<file path="src/rtl/wb_serial_master_pkg.sv">
// ----------------------------------------------------------------------------
// wb_serial_master_pkg
// Shared constants for the byte-stream-to-WISHBONE debug initiator:
//   - command opcodes received from the host (CMD_WR, CMD_RD)
//   - response codes returned to the host (RSP_OK, RSP_TO)
//   - parser/bus FSM state encoding (localparams plus the matching enum)
// ----------------------------------------------------------------------------
package wb_serial_master_pkg;

    localparam logic [7:0] CMD_WR = 8'h57;  // 'W' ADDR DATA
    localparam logic [7:0] CMD_RD = 8'h52;  // 'R' ADDR
    localparam logic [7:0] RSP_OK = 8'h4B;  // 'K' write acknowledged
    localparam logic [7:0] RSP_TO = 8'hEE;  // bus timeout, either command

    localparam logic [2:0] ST_IDLE    = 3'd0;
    localparam logic [2:0] ST_GET_ADR = 3'd1;
    localparam logic [2:0] ST_GET_DAT = 3'd2;
    localparam logic [2:0] ST_BUS     = 3'd3;
    localparam logic [2:0] ST_RESP    = 3'd4;

    typedef enum logic [2:0] {
        S_IDLE    = ST_IDLE,
        S_GET_ADR = ST_GET_ADR,
        S_GET_DAT = ST_GET_DAT,
        S_BUS     = ST_BUS,
        S_RESP    = ST_RESP
    } state_t;

endpackage

</file>
<file path="src/rtl/wb_serial_master_if.sv">
// ----------------------------------------------------------------------------
// wb_serial_master_if
// Groups the three links of the debug initiator:
//   rx_*  : byte stream from the UART receiver   (valid/ready)
//   tx_*  : response byte to the UART transmitter (valid/ready)
//   wb_*  : 8-bit WISHBONE classic peripheral bus (stb doubles as cyc)
// Modports:
//   master : the initiator (wb_serial_master)
//   slave  : everything around it (UART byte ports, bus slave)
// ----------------------------------------------------------------------------
interface wb_serial_master_if #(
    parameter int ADR_W = 8
);
    logic [7:0]       rx_dat_i;
    logic             rx_valid_i;
    logic             rx_ready_o;
    logic [7:0]       tx_dat_o;
    logic             tx_valid_o;
    logic             tx_ready_i;
    logic [ADR_W-1:0] wb_adr_o;
    logic [7:0]       wb_dat_o;
    logic [7:0]       wb_dat_i;
    logic             wb_we_o;
    logic             wb_stb_o;
    logic             wb_ack_i;

    modport master (
        input  rx_dat_i, rx_valid_i, tx_ready_i, wb_dat_i, wb_ack_i,
        output rx_ready_o, tx_dat_o, tx_valid_o, wb_adr_o, wb_dat_o,
               wb_we_o, wb_stb_o
    );

    modport slave (
        output rx_dat_i, rx_valid_i, tx_ready_i, wb_dat_i, wb_ack_i,
        input  rx_ready_o, tx_dat_o, tx_valid_o, wb_adr_o, wb_dat_o,
               wb_we_o, wb_stb_o
    );
endinterface

</file>
<file path="src/rtl/wb_serial_master.sv">
// ----------------------------------------------------------------------------
// wb_serial_master
// Parses 'W' ADDR DATA / 'R' ADDR frames from a UART byte stream, runs one
// WISHBONE classic cycle per frame and returns one response byte:
// 0x4B after a write, the read data after a read, 0xEE on bus timeout.
// A frame left incomplete for BYTE_TIMEOUT cycles is dropped silently.
// Ports:
//   wb_clk_i  clock, rising edge
//   wb_rst_i  synchronous active-high reset
//   bus_if    rx byte stream, tx response byte, WISHBONE master signals
//   busy_o    high in every state except IDLE
// ----------------------------------------------------------------------------
module wb_serial_master
    import wb_serial_master_pkg::*;
#(
    parameter int ADR_W        = 8,      // <= 8, address byte truncated
    parameter int BUS_TIMEOUT  = 255,    // >= 1, stb cycles before abort
    parameter int BYTE_TIMEOUT = 65535   // 0 disables the frame timeout
) (
    input  logic                 wb_clk_i,
    input  logic                 wb_rst_i,
    wb_serial_master_if.master   bus_if,
    output logic                 busy_o
);

    // Timeouts fire on the last cycle of the allowed window, so stb stays
    // high for exactly BUS_TIMEOUT cycles and GET_* for BYTE_TIMEOUT cycles.
    localparam logic [7:0]  BUS_LIMIT  = 8'(BUS_TIMEOUT - 1);
    localparam logic [15:0] BYTE_LIMIT = (BYTE_TIMEOUT == 0) ? 16'hFFFF
                                                             : 16'(BYTE_TIMEOUT - 1);

    state_t           state_q,    state_d;
    logic [7:0]       bus_cnt_q,  bus_cnt_d;
    logic [15:0]      byte_cnt_q, byte_cnt_d;
    logic [ADR_W-1:0] adr_q,      adr_d;
    logic [7:0]       dat_q,      dat_d;
    logic             we_q,       we_d;
    logic [7:0]       tx_dat_q,   tx_dat_d;

    logic rx_ready;
    logic rx_fire;
    logic byte_to;

    assign rx_ready = (state_q == S_IDLE) || (state_q == S_GET_ADR) ||
                      (state_q == S_GET_DAT);
    assign rx_fire  = rx_ready && bus_if.rx_valid_i;
    assign byte_to  = (BYTE_TIMEOUT != 0) && (byte_cnt_q == BYTE_LIMIT);

    // NOTE: every signal assigned here gets a default first, so no path
    // leaves it unassigned and no latch is inferred.
    always_comb begin
        state_d  = state_q;
        adr_d    = adr_q;
        dat_d    = dat_q;
        we_d     = we_q;
        tx_dat_d = tx_dat_q;

        case (state_q)
            S_IDLE: begin
                // Unknown bytes are consumed and dropped; that is how the
                // parser resynchronises on garbage.
                if (rx_fire && bus_if.rx_dat_i == CMD_WR) begin
                    we_d    = 1'b1;
                    state_d = S_GET_ADR;
                end else if (rx_fire && bus_if.rx_dat_i == CMD_RD) begin
                    we_d    = 1'b0;
                    state_d = S_GET_ADR;
                end
            end
            S_GET_ADR: begin
                if (rx_fire) begin
                    adr_d   = bus_if.rx_dat_i[ADR_W-1:0];
                    state_d = we_q ? S_GET_DAT : S_BUS;
                end else if (byte_to) begin
                    state_d = S_IDLE;
                end
            end
            S_GET_DAT: begin
                if (rx_fire) begin
                    dat_d   = bus_if.rx_dat_i;
                    state_d = S_BUS;
                end else if (byte_to) begin
                    state_d = S_IDLE;
                end
            end
            S_BUS: begin
                if (bus_if.wb_ack_i) begin
                    tx_dat_d = we_q ? RSP_OK : bus_if.wb_dat_i;
                    state_d  = S_RESP;
                end else if (bus_cnt_q == BUS_LIMIT) begin
                    tx_dat_d = RSP_TO;
                    state_d  = S_RESP;
                end
            end
            S_RESP: begin
                if (bus_if.tx_ready_i) begin
                    state_d = S_IDLE;
                end
            end
            default: state_d = S_IDLE;
        endcase

        // Both counters restart on any state change and saturate otherwise.
        if (state_d != state_q) begin
            bus_cnt_d  = 8'd0;
            byte_cnt_d = 16'd0;
        end else begin
            bus_cnt_d  = (bus_cnt_q  == 8'hFF)    ? bus_cnt_q  : bus_cnt_q  + 8'd1;
            byte_cnt_d = (byte_cnt_q == 16'hFFFF) ? byte_cnt_q : byte_cnt_q + 16'd1;
        end
    end

    // NOTE: state registers use non-blocking assignments so every flop
    // samples the pre-edge value of its neighbours.
    always_ff @(posedge wb_clk_i) begin
        if (wb_rst_i) begin
            state_q    <= S_IDLE;
            bus_cnt_q  <= 8'd0;
            byte_cnt_q <= 16'd0;
            adr_q      <= '0;
            dat_q      <= 8'd0;
            we_q       <= 1'b0;
            tx_dat_q   <= 8'd0;
        end else begin
            state_q    <= state_d;
            bus_cnt_q  <= bus_cnt_d;
            byte_cnt_q <= byte_cnt_d;
            adr_q      <= adr_d;
            dat_q      <= dat_d;
            we_q       <= we_d;
            tx_dat_q   <= tx_dat_d;
        end
    end

    // stb and tx_valid decode straight from the state register, so a reset
    // during BUS drops stb at that same edge and abandons the cycle.
    assign bus_if.rx_ready_o = rx_ready;
    assign bus_if.wb_stb_o   = (state_q == S_BUS);
    assign bus_if.tx_valid_o = (state_q == S_RESP);
    assign bus_if.tx_dat_o   = tx_dat_q;
    assign bus_if.wb_adr_o   = adr_q;
    assign bus_if.wb_dat_o   = dat_q;
    assign bus_if.wb_we_o    = we_q;
    assign busy_o            = (state_q != S_IDLE);

endmodule

</file>
<file path="src/flat_wrapper.sv">
// flat-port wrapper written by rule: the top's interface ports become plain ports
module wb_serial_master_flat import wb_serial_master_pkg::*;
#(
    parameter int ADR_W        = 8,                                     
    parameter int BUS_TIMEOUT  = 255,                                    
    parameter int BYTE_TIMEOUT = 65535                                  
)
  (wb_clk_i, wb_rst_i, busy_o, bus_if_rx_dat_i, bus_if_rx_valid_i, bus_if_tx_ready_i, bus_if_wb_dat_i, bus_if_wb_ack_i, bus_if_rx_ready_o, bus_if_tx_dat_o, bus_if_tx_valid_o, bus_if_wb_adr_o, bus_if_wb_dat_o, bus_if_wb_we_o, bus_if_wb_stb_o);
  wb_serial_master_if #(.ADR_W(ADR_W)) bus_if_i ();
  input  logic wb_clk_i;
  input  logic wb_rst_i;
  output logic busy_o;
  input wire logic [$bits(bus_if_i.rx_dat_i)-1:0] bus_if_rx_dat_i;
  input wire logic [$bits(bus_if_i.rx_valid_i)-1:0] bus_if_rx_valid_i;
  input wire logic [$bits(bus_if_i.tx_ready_i)-1:0] bus_if_tx_ready_i;
  input wire logic [$bits(bus_if_i.wb_dat_i)-1:0] bus_if_wb_dat_i;
  input wire logic [$bits(bus_if_i.wb_ack_i)-1:0] bus_if_wb_ack_i;
  output wire logic [$bits(bus_if_i.rx_ready_o)-1:0] bus_if_rx_ready_o;
  output wire logic [$bits(bus_if_i.tx_dat_o)-1:0] bus_if_tx_dat_o;
  output wire logic [$bits(bus_if_i.tx_valid_o)-1:0] bus_if_tx_valid_o;
  output wire logic [$bits(bus_if_i.wb_adr_o)-1:0] bus_if_wb_adr_o;
  output wire logic [$bits(bus_if_i.wb_dat_o)-1:0] bus_if_wb_dat_o;
  output wire logic [$bits(bus_if_i.wb_we_o)-1:0] bus_if_wb_we_o;
  output wire logic [$bits(bus_if_i.wb_stb_o)-1:0] bus_if_wb_stb_o;
  assign bus_if_i.rx_dat_i = bus_if_rx_dat_i;
  assign bus_if_i.rx_valid_i = bus_if_rx_valid_i;
  assign bus_if_i.tx_ready_i = bus_if_tx_ready_i;
  assign bus_if_i.wb_dat_i = bus_if_wb_dat_i;
  assign bus_if_i.wb_ack_i = bus_if_wb_ack_i;
  assign bus_if_rx_ready_o = bus_if_i.rx_ready_o;
  assign bus_if_tx_dat_o = bus_if_i.tx_dat_o;
  assign bus_if_tx_valid_o = bus_if_i.tx_valid_o;
  assign bus_if_wb_adr_o = bus_if_i.wb_adr_o;
  assign bus_if_wb_dat_o = bus_if_i.wb_dat_o;
  assign bus_if_wb_we_o = bus_if_i.wb_we_o;
  assign bus_if_wb_stb_o = bus_if_i.wb_stb_o;
  wb_serial_master #(.ADR_W(ADR_W), .BUS_TIMEOUT(BUS_TIMEOUT), .BYTE_TIMEOUT(BYTE_TIMEOUT)) u_core (.wb_clk_i(wb_clk_i), .wb_rst_i(wb_rst_i), .bus_if(bus_if_i), .busy_o(busy_o));
endmodule
</file>
<file path="config.mk">
export PLATFORM = sky130hd
export DESIGN_NAME = wb_serial_master_flat
export DESIGN_NICKNAME = d
export VERILOG_FILES = /design/src/rtl/wb_serial_master_pkg.sv /design/src/rtl/wb_serial_master_if.sv /design/src/rtl/wb_serial_master.sv /design/src/flat_wrapper.sv
export SDC_FILE = /design/constraint.sdc
export NUM_CORES = 1
export LEC_CHECK = 0
export CORE_MARGIN = 4
export CORE_UTILIZATION = 50
export DETAILED_ROUTE_END_ITERATION = 6
export PLACE_DENSITY = 0.87
export SLEW_MARGIN = 10
export SYNTH_ARGS = -nofsm -noshare
export SYNTH_HDL_FRONTEND = slang
export SYNTH_SLANG_ARGS = --single-unit
export TNS_END_PERCENT = 30
</file>
<file path="constraint.sdc">
create_clock -name wb_clk_i -period 2.7 [get_ports wb_clk_i]
set_input_delay 0.81 -clock wb_clk_i [delete_from_list [all_inputs] [get_ports wb_clk_i]]
set_output_delay 0.81 -clock wb_clk_i [all_outputs]
set_load 0.03 [all_outputs]
</file>
==> results.md <==
* CTS Sinks at 52
* Slew headroom at 0.448
* DP Wirelength at 4.32 mm
* Hold Path Origin: u_core.bus_if.tx_dat_o[0]
* Clock Latency Late Sink at 300 ps
* Power Dens Cells at roughly 440 mW/mm^2
* Met3 Usage GRT at 0.0390
* Hold Path Class: flip-flop to flip-flop
* Maximum clock rate at slightly below 400 MHz
* First-pass GRT wire length at 10.4 mm
* Warnings, synthesis at 0
* Period utilization at 0.957
* Share of cells above drive strength 1 at 0.140
* Die height at 78.7 um
* Cells after synthesis at between 200 and 300
* Rows at 25
* Placeable Area at 0.00479 mm^2
* H-tree levels at 2
* Pre-CTS setup slack at -358 ps
* Congestion Overflow GR at 0
* Mapped cell area at 0.00250 mm^2
* Gr usage total at 0.205
* WP data arrival at between 1500 and 2000 ps
* Final ANT Viol Nets at 0
* Synth Area in Adders at 0.0201
* DP Cell Count at slightly above 400
* Starting Density at 0.522
* Final Instance Area at roughly 0.0033 mm^2
* WHS at 452 ps
* Vias per inst at about 5.5
* Fillers at approximately 360
* Cell Chain, Critical Path: or3_1 -> clkdlybuf4s50_1
* DR pass1 iterations at 4
* Nets at 374
* Clock skew at ~6.7 ps
* CTS tree: yes
* Vias in the first global route at 2162
* Root Buffer: clkbuf_8
* RSZ-0062 raised after global routing: false
* Sequential area share after synthesis at 0.417
* Max Cap Violations at 0
* Worst EP required at 1890 ps
* Combinational family with the most area after synthesis: simple AND/OR/NAND/NOR gates
* Reg clk slew, reported paths at 100 ps
* Clk buf depth at 2
* Fin. max-slew vios at 0
* Status: finished, final reports clean
* Worst Setup End Kind: primary output
* Total CTS buffers at 5
* Crit Reg-Reg Startpoint: u_core.byte_cnt_q[2]
* Global Route met2 Usage at 0.353
* Via count at 2305
* Setup Total Neg Slack at 0 ps
* Crit Path Max Fanout at 12
* Routed Wire Length at around 6 mm
* Most used flip-flop cell after synthesis: dfxtp_1
* Simple-gate share of the synthesized area at 0.283
* WL per Instance at 14.6 um
* GR Util met1 at 0.256
* Post-synthesis xor/xnor area fraction at 0.0596
* IO Pins at 50
* Placed inst area at approximately 0.0032 mm^2
* Antenna Cells at 0
* Initial drt markers at 195
* Slew @ Worst Pin at 820 ps
* Worst setup margin at between 100 and 150 ps
* Multiplexer area fraction after synthesis at 0.0682
* IO Port Bufs at 49
* Grt peak-use layer: met2
* Netlist cell types at 48
* CP max stage cell: clkdlybuf4s50_1
* Final setup fails at 0
* Critical Path Start: u_core.state_q[0]
* Peak supply drop at 446 uV
* Critical Path Start Type: flip-flop
* WS Path Type: flip-flop to primary output
* Synth Area in Compound Gates at 0.105
* Minimum clock period at around 2600 ps
* Fin. Hold Viols at 0
* DRC viols at 0
* Syn_area_per_cell at 8.95 um^2
* Synth Register Bits at 52
* Syn nets at 304
* Die span in x at 78.7 um
* Die area at 0.00619 mm^2
* Gp weighted congestion at 0.791
* Leak pwr at 0.00113 uW
* Number of flops mapped to enable cells by yosys at 0
* Async set-reset flop share out of synthesis at 0
* Area grow syn2layout at 33.1%
* Largest net degree at the start of global routing at 29
* Post-Layout Cell Count at approximately 420
* Initial antenna violation count at 0
* Crit-path max cell delay at 610 ps
-- logic make-up after synthesis --
family	Yosys count
AND/OR/NAND/NOR	130
flip-flops	52
AO/OA/AOI/OAI	36
buffers and inverters	23
XOR/XNOR	17
multiplexers	17
adder cells (fa/ha/maj)	4
-- repair_timing --
| action | in CTS | in global routing |
|---|---|---|
| setup endpoints to repair | 8 | 22 |
| hold endpoints to repair | 0 | 0 |
| cloned | 1 | 0 |
| pin swaps | 1 | 1 |
| setup buffers | 0 | 1 |
| hold buffers | 0 | 0 |
| gates resized for setup | 2 | 2 |
-- report_power, final --
| group | internal (uW) | switching, uW | leakage [uW] | total [uW] |
|---|---|---|---|---|
| registers | 781 | 14.8 | 0.000420 | 796 |
| clock network | 274 | 254 | 0.0000541 | 529 |
| logic | 76.2 | 70.6 | 0.000656 | 147 |
-- synthesized netlist by cell type, types with 3 or more instances --
cell,instances,area share
o21ai_0,8,0.016
inv_1,9,0.014
nand2b_1,8,0.020
dfxtp_1,52,0.42
buf_6,3,0.014
clkbuf_1,7,0.011
xnor2_1,13,0.046
nand4_1,3,0.0075
a21oi_1,10,0.020
buf_2,3,0.0060
and3_1,5,0.013
ha_1,4,0.020
xor2_1,4,0.014
nor4_1,7,0.018
nand2_1,13,0.020
nor3_1,30,0.060
nor2_1,36,0.054
nand3_1,8,0.016
mux2i_1,17,0.068
a211oi_1,5,0.015
-- final cells by class --
| cell class | count | area, um^2 | share of cell area |
|---|---|---|---|
| inverters | 9 | 33.8 | 0.0102 |
| clock buffers | 5 | 68.8 | 0.0207 |
| flip-flops and latches | 52 | 1040 | 0.313 |
| repair buffers | 76 | 693 | 0.209 |
| multi-input cells | 205 | 1360 | 0.409 |
| clock inverters | 3 | 42.5 | 0.0128 |
| well taps | 67 | 83.8 | 0.0252 |
-- sequential cells by signal, summed over array words and instances (netlist names) --
| register | count |
|---|---|
| u_core.state_q | 3 |
| u_core.bus_if.wb_adr_o | 8 |
| u_core.bus_if.tx_dat_o | 8 |
| u_core.bus_cnt_q | 8 |
| u_core.bus_if.wb_dat_o | 8 |
| u_core.bus_if.wb_we_o | 1 |
| u_core.byte_cnt_q | 16 |
-- cell usage in the layout (no fill, tap or decap), types with 2 or more instances in the layout --
master	n
dfxtp_1	52
clkdlybuf4s50_1	46
nor2_1	36
nor3_1	30
buf_4	27
mux2i_1	17
nand2_1	13
xnor2_1	13
a21oi_1	10
inv_1	9
nand3_1	8
nand2b_1	8
o21ai_0	8
nor4_1	7
and3_1	5
a211oi_1	5
clkbuf_8	5
xor2_1	4
ha_1	4
nand4_1	3
nor3b_1	2
nand4b_1	2
or4_4	2
nor4_4	2
or2_2	2
or4_1	2
a211oi_2	2
dlygate4sd2_1	2
-- worst max-delay path: cells and delay by family, from the launching register on --
family                 cells  cell delay, ps
buffers and inverters      1             610
DFF                        1             430
and+or+nand+nor            1             440
-- metal layers --
| layer | share of wire | wire length (um) | vias up |
|---|---|---|---|
| met4 | 0.027 | 167 | 0 |
| met3 | 0.047 | 286 | 16 |
| met2 | 0.50 | 3020 | 77 |
| li1 | - | - | 1144 |
| met5 | 0 | 0 | - |
| met1 | 0.43 | 2620 | 1068 |
-- worst paths after layout --
path | end | slack [ps] | cells after the start
hold / removal | u_core.bus_if.tx_dat_o[0] | 450 | 2
hold reg to reg | u_core.bus_if.tx_dat_o[0] | 450 | 2
setup / recovery | busy_o | 120 | 2
setup reg to reg | u_core.bus_cnt_q[4] | 390 | 7
-- per-stage QoR --
stage | util | total power (uW)
finish | 0.694 | 1470
global route | 0.694 | 1530
CTS | 0.690 | 1490
detailed placement | 0.665 | 957
global placement | 0.665 | 953
floorplan | - | 887
No activity file was read; power rests on OpenSTA's default activity.
